## config.mk

```make
export PLATFORM = sky130hd
export DESIGN_NAME = pc_stack
export DESIGN_NICKNAME = d
export VERILOG_FILES = /design/src/rtl/pc_stack_pkg.sv /design/src/rtl/pc_stack_ret_stack.sv /design/src/rtl/pc_stack.sv
export SDC_FILE = /design/constraint.sdc
export NUM_CORES = 1
export LEC_CHECK = 0
export CORE_MARGIN = 5
export CORE_UTILIZATION = 51
export CTS_CLUSTER_SIZE = 10
export DETAILED_ROUTE_END_ITERATION = 6
export GPL_TIMING_DRIVEN = 0
export PLACE_DENSITY = 0.86
export SYNTH_ARGS = -nofsm -noshare
export SYNTH_HDL_FRONTEND = slang
export SYNTH_HIERARCHICAL = 1
export SYNTH_SLANG_ARGS = --single-unit
```

## constraint.sdc

```tcl
create_clock -name clk -period 5.1 [get_ports clk]
set_input_delay 1.02 -clock clk [delete_from_list [all_inputs] [get_ports clk]]
set_output_delay 1.02 -clock clk [all_outputs]
set_load 0.01 [all_outputs]
```

## src/rtl/pc_stack_pkg.sv

```systemverilog
// Shared types and the priority decoder for the program counter with return stack.
package pc_pkg;

    // Action selected for the current cycle, after priority resolution.
    typedef enum logic [2:0] {
        PC_INC,
        PC_HOLD,
        PC_JMP,
        PC_CALL,
        PC_RET,
        PC_CALL_OVF,
        PC_RET_UNF
    } pc_op_t;

    // Reset is handled by the registers themselves.
    // The order below is stall, jump, call, return, then increment.
    // A call into a full stack or a return from an empty stack becomes an
    // error op that only increments.
    function automatic pc_op_t pc_decode(
        input logic en,
        input logic jmp,
        input logic call,
        input logic ret,
        input logic full,
        input logic empty
    );
        pc_op_t op;
        op = PC_INC;
        if (!en) begin
            op = PC_HOLD;
        end else if (jmp) begin
            op = PC_JMP;
        end else if (call) begin
            op = full ? PC_CALL_OVF : PC_CALL;
        end else if (ret) begin
            op = empty ? PC_RET_UNF : PC_RET;
        end
        return op;
    endfunction

endpackage

```

## src/rtl/pc_stack_ret_stack.sv

```systemverilog
// Parametrised LIFO of return addresses.
// Pushing into a full stack and popping an empty one are ignored.
module ret_stack #(
    parameter int DEPTH = 4,
    parameter int WIDTH = 6
) (
    input  logic                           clk,
    input  logic                           rst,
    input  logic                           push,
    input  logic                           pop,
    input  logic [WIDTH-1:0]               din,
    output logic [WIDTH-1:0]               top,
    output logic [$clog2(DEPTH+1)-1:0]     depth,
    output logic                           full,
    output logic                           empty
);

    localparam int DW = $clog2(DEPTH + 1);
    localparam int IW = (DEPTH > 1) ? $clog2(DEPTH) : 1;

    logic [WIDTH-1:0] mem [DEPTH];
    logic [DW-1:0]    top_ptr;

    assign full    = (depth == DW'(DEPTH));
    assign empty   = (depth == '0);
    assign top_ptr = depth - 1'b1;
    assign top     = empty ? '0 : mem[top_ptr[IW-1:0]];

    // Occupancy counter: a push has precedence if both strobes are ever raised together.
    always_ff @(posedge clk) begin
        if (rst) begin
            depth <= '0;
        end else if (push && !full) begin
            depth <= depth + 1'b1;
        end else if (pop && !empty) begin
            depth <= depth - 1'b1;
        end
    end

    // Entry storage is deliberately left uncleared on reset; only the depth matters.
    always_ff @(posedge clk) begin
        if (push && !full) begin
            mem[depth[IW-1:0]] <= din;
        end
    end

endmodule

```

## src/rtl/pc_stack.sv

```systemverilog
// Program counter with integrated return-address stack, stall and sticky stack-error flags.
module pc_stack
    import pc_pkg::*;
#(
    parameter int                         INSTR_ADDR_SIZE = 6,
    parameter int                         STACK_DEPTH     = 4,
    parameter logic [INSTR_ADDR_SIZE-1:0] RESET_ADDR      = '0
) (
    input  logic                               clk,
    input  logic                               rst,
    input  logic                               en,
    input  logic                               jmp,
    input  logic                               call,
    input  logic                               ret,
    input  logic [INSTR_ADDR_SIZE-1:0]         tgt_addr,
    input  logic                               err_clr,
    output logic [INSTR_ADDR_SIZE-1:0]         instr_addr,
    output logic [$clog2(STACK_DEPTH+1)-1:0]   stack_depth,
    output logic                               stack_empty,
    output logic                               stack_full,
    output logic                               ovf_err,
    output logic                               unf_err
);

    pc_op_t                     op;
    logic [INSTR_ADDR_SIZE-1:0] seq_addr;
    logic [INSTR_ADDR_SIZE-1:0] stack_top;
    logic                       do_push;
    logic                       do_pop;

    // The sequential address wraps naturally at the register width, so a return
    // address taken at the maximum address becomes zero.
    assign seq_addr = instr_addr + 1'b1;
    assign op       = pc_decode(en, jmp, call, ret, stack_full, stack_empty);
    assign do_push  = (op == PC_CALL);
    assign do_pop   = (op == PC_RET);

    ret_stack #(
        .DEPTH (STACK_DEPTH),
        .WIDTH (INSTR_ADDR_SIZE)
    ) u_ret_stack (
        .clk   (clk),
        .rst   (rst),
        .push  (do_push),
        .pop   (do_pop),
        .din   (seq_addr),
        .top   (stack_top),
        .depth (stack_depth),
        .full  (stack_full),
        .empty (stack_empty)
    );

    // Address register: next address chosen by the decoded op; errors fall through to increment.
    always_ff @(posedge clk) begin
        if (rst) begin
            instr_addr <= RESET_ADDR;
        end else begin
            case (op)
                PC_HOLD:     instr_addr <= instr_addr;
                PC_JMP:      instr_addr <= tgt_addr;
                PC_CALL:     instr_addr <= tgt_addr;
                PC_RET:      instr_addr <= stack_top;
                PC_CALL_OVF: instr_addr <= seq_addr;
                PC_RET_UNF:  instr_addr <= seq_addr;
                default:     instr_addr <= seq_addr;
            endcase
        end
    end

    // Sticky error flags: a new error in the same cycle as a clear leaves the flag set.
    always_ff @(posedge clk) begin
        if (rst) begin
            ovf_err <= 1'b0;
            unf_err <= 1'b0;
        end else begin
            if (op == PC_CALL_OVF) begin
                ovf_err <= 1'b1;
            end else if (err_clr) begin
                ovf_err <= 1'b0;
            end
            if (op == PC_RET_UNF) begin
                unf_err <= 1'b1;
            end else if (err_clr) begin
                unf_err <= 1'b0;
            end
        end
    end

endmodule
```

==> impl_metrics.ini <==
[run_status]
status = completed

[clock_network]
clk_latency_ns = 0.34
postCtsSetupBuffers = 0
path_clk_slew_ns = 0.09
cts_tree = done
ctsHoldBuffers = 0
cts.sinks = 35
cts_resized = 0
cts_buffer_depth = 2
cts_buffers = 5
clockRootBuffer = clkbuf_4
h-tree-depth = 2

[yosys]
avgSynthCellArea_um2 = 13.1
synth_top_area_cell = edfxtp_1
syn_area_um2 = 1700
synth_cell_types = 37
postSynthCellCount = 130
synth-seq-cells = 35
synth_top_area_frac = 0.424
yosys-top-cells-area = edfxtp_1, dfxtp_1, mux4_2
synth_fp_nets = 150
seq_area_frac_synth = 0.553
ys_warn_count = 6

[min_path]
holdPathEnd = unf_err
hold_path.class = flip-flop to flip-flop
min_from = unf_err
whs_path_depth = 2

[grt]
grt_first_pass_wirelength_mm = 5.59
grt_use_total = 0.172
grt_max_degree = 12
first_global_vias = 1194
grt_overflow = 0
antenna_found_initial = 0

[critical_path]
required_ns = 4.08
worstPathMaxFanout = 10
cp_common_cell = ha_1
reg2reg_to = u_ret_stack/depth[1]
cp.depth = 5
path_cells = buf_6 -> inv_1 -> ha_1 -> ha_1 -> clkdlybuf4s50_1
critPathTopFamily = buffers and inverters
crit_buf_inv = 3
worstPathArrival_ns = 2.10
crit_path_top_delay_cell = clkdlybuf4s50_1
end_kind = output port
r2r_cells = 10
crit_type = flip-flop to output port
critical-path-max-stage-delay_ns = 0.61
r2r_slack_ns = 2.47
start_kind = flip-flop
r2r_start = u_ret_stack/depth[0]

[place]
placedCellCount = 200
place_congestion = 0.899
hpwlAfterDp_mm = 2.56
place.port_buffers = 24

[power_and_ir_drop]
ir_drop_v = 0.000147
p_per_area_nw_per_um2 = 259
power.leakage_nw = 0.705

[floorplanning]
coreArea_um2 = 3280
rows = 21
fp.dieW_um = 67.8
io-pin-count = 26
initial_core_util = 0.518
die_area_um2 = 4590
die_h_um = 67.8

[timing]
max_slew_margin = 0.682
fmax_mhz = 321
tns_ns = 0
drv_slew = 0
rsz0062_at_grt = false
finalCritPeriodShare = 0.611
tightest_slew_ns = 0.474
post-route-min-period_ns = 3.12
setup_viol = 0
fin_skew_ns = 0.0156
finalHoldViolCount = 0

[final_layout]
finalNonFillerCells = 208
fillCellCount = 260
final_cell_mix = clkdlybuf4s50_1, edfxtp_1, dfxtp_1
final_util = 0.624
multi_input_area_um2 = 693
diodes = 0
area_growth_pct = 20.4
final_nets = 181
seqCellArea_um2 = 941
final_layout_size_suffix_gt1_frac = 0.142

[detailed_routing]
via_count = 1194
dr.pass1.iters = 5
totalWireLength_mm = 3.49
drtIter0Drc = 147
drc = 0
wl_per_cell_um = 16.8
ant_nets = 0
via_per_inst = 5.74

[job]
maxCapViolations = 0
## synth_stat cells
cell type / number
xnor2_1: 3
nor2b_1: 6
a21o_2: 1
or2_1: 1
nand2_1: 7
dfxtp_1: 11
xor2_1: 1
nand3_1: 5
a21boi_2: 1
ha_1: 7
a21bo_2: 1
inv_1: 6
clkbuf_1: 2
or3_1: 3
and2_4: 1
nor3b_1: 1
mux4_2: 6
and3b_2: 1
nor2b_4: 1
buf_6: 3
nor2_1: 7
a221oi_1: 6
and2b_1: 1
nand2b_1: 1
and2_2: 1
and2_1: 6
and3_1: 1
a211oi_1: 4
a22o_1: 1
a32oi_1: 1
a221o_1: 1
a21oi_1: 2
edfxtp_1: 24
a31oi_1: 3
nand4b_1: 1
o31ai_2: 1
buf_1: 1
## worst max-delay path by stage
stage                                 end  slack (ns)            startpoint
floorplan            u_ret_stack/depth[1]        2.73  u_ret_stack/depth[0]
global placement    u_ret_stack/mem[2][5]        2.23                  call
detailed placement  u_ret_stack/mem[0][5]        2.13                  call
CTS                           stack_empty        1.96  u_ret_stack/depth[0]
global route                  stack_empty        1.82  u_ret_stack/depth[0]
finish                        stack_empty        1.98  u_ret_stack/depth[0]
## per-stage QoR
| step | power [mW] | cell area, um^2 | setup slack (ns) | hold WS [ns] |
|---|---|---|---|---|
| after global routing | 0.559 | 2050 | 1.82 | 0.534 |
| after CTS | 0.536 | 2050 | 1.96 | 0.496 |
| final | 0.531 | 2050 | 1.98 | 0.486 |
| after global placement | 0.394 | 2000 | 2.23 | 0.447 |
| after detailed placement | 0.399 | 2000 | 2.13 | 0.482 |
| after floorplan | 0.366 | 1700 | 2.73 | 0.481 |
## tightest hold or removal path, delay by kind of cell (launching register included)
kind / cells / cell delay (ns)
flip-flops: 1 / 0.32
AO/OA/AOI/OAI: 1 / 0.07
AND/OR/NAND/NOR: 1 / 0.06
## power by group
part           total [mW]  internal, mW  switching, mW
registers           0.320         0.313        0.00677
logic              0.0721        0.0370         0.0351
clock network       0.139        0.0517         0.0874
## final cells by class
type / instances / share of cell area
flip-flops and latches: 35 / 0.459
multi-input cells: 83 / 0.338
inverters: 6 / 0.0110
clock buffers: 6 / 0.0201
well taps: 46 / 0.0281
clock inverters: 2 / 0.00427
repair buffers: 24 / 0.117
plain buffers: 6 / 0.0220
## state kept, by name, summed over array words and instances (netlist names)
register	flops
ovf_err	1
instr_addr	6
u_ret_stack/mem	24
unf_err	1
u_ret_stack/depth	3
## routing by layer
metal | GRT usage | wire length [um]
met1 | 0.201 | 1420
met2 | 0.278 | 1760
met3 | 0.0599 | 222
met4 | 0.0861 | 89
met5 | 0 | 0
## kinds of logic (layout without fill, tap and decap cells)
group                      after synthesis  count (layout)  synth area share
muxes                                    6               6            0.0794
DFF                                     35              35             0.553
adders and majority gates                7               7            0.0515
xor gates and xnor gates                 4               4            0.0206
buffers and inverters                   12              44            0.0397
and+or+nand+nor                         44              44             0.149
AOI/OAI and AO/OA                       22              22             0.107
(Power assumes the default switching activity.)
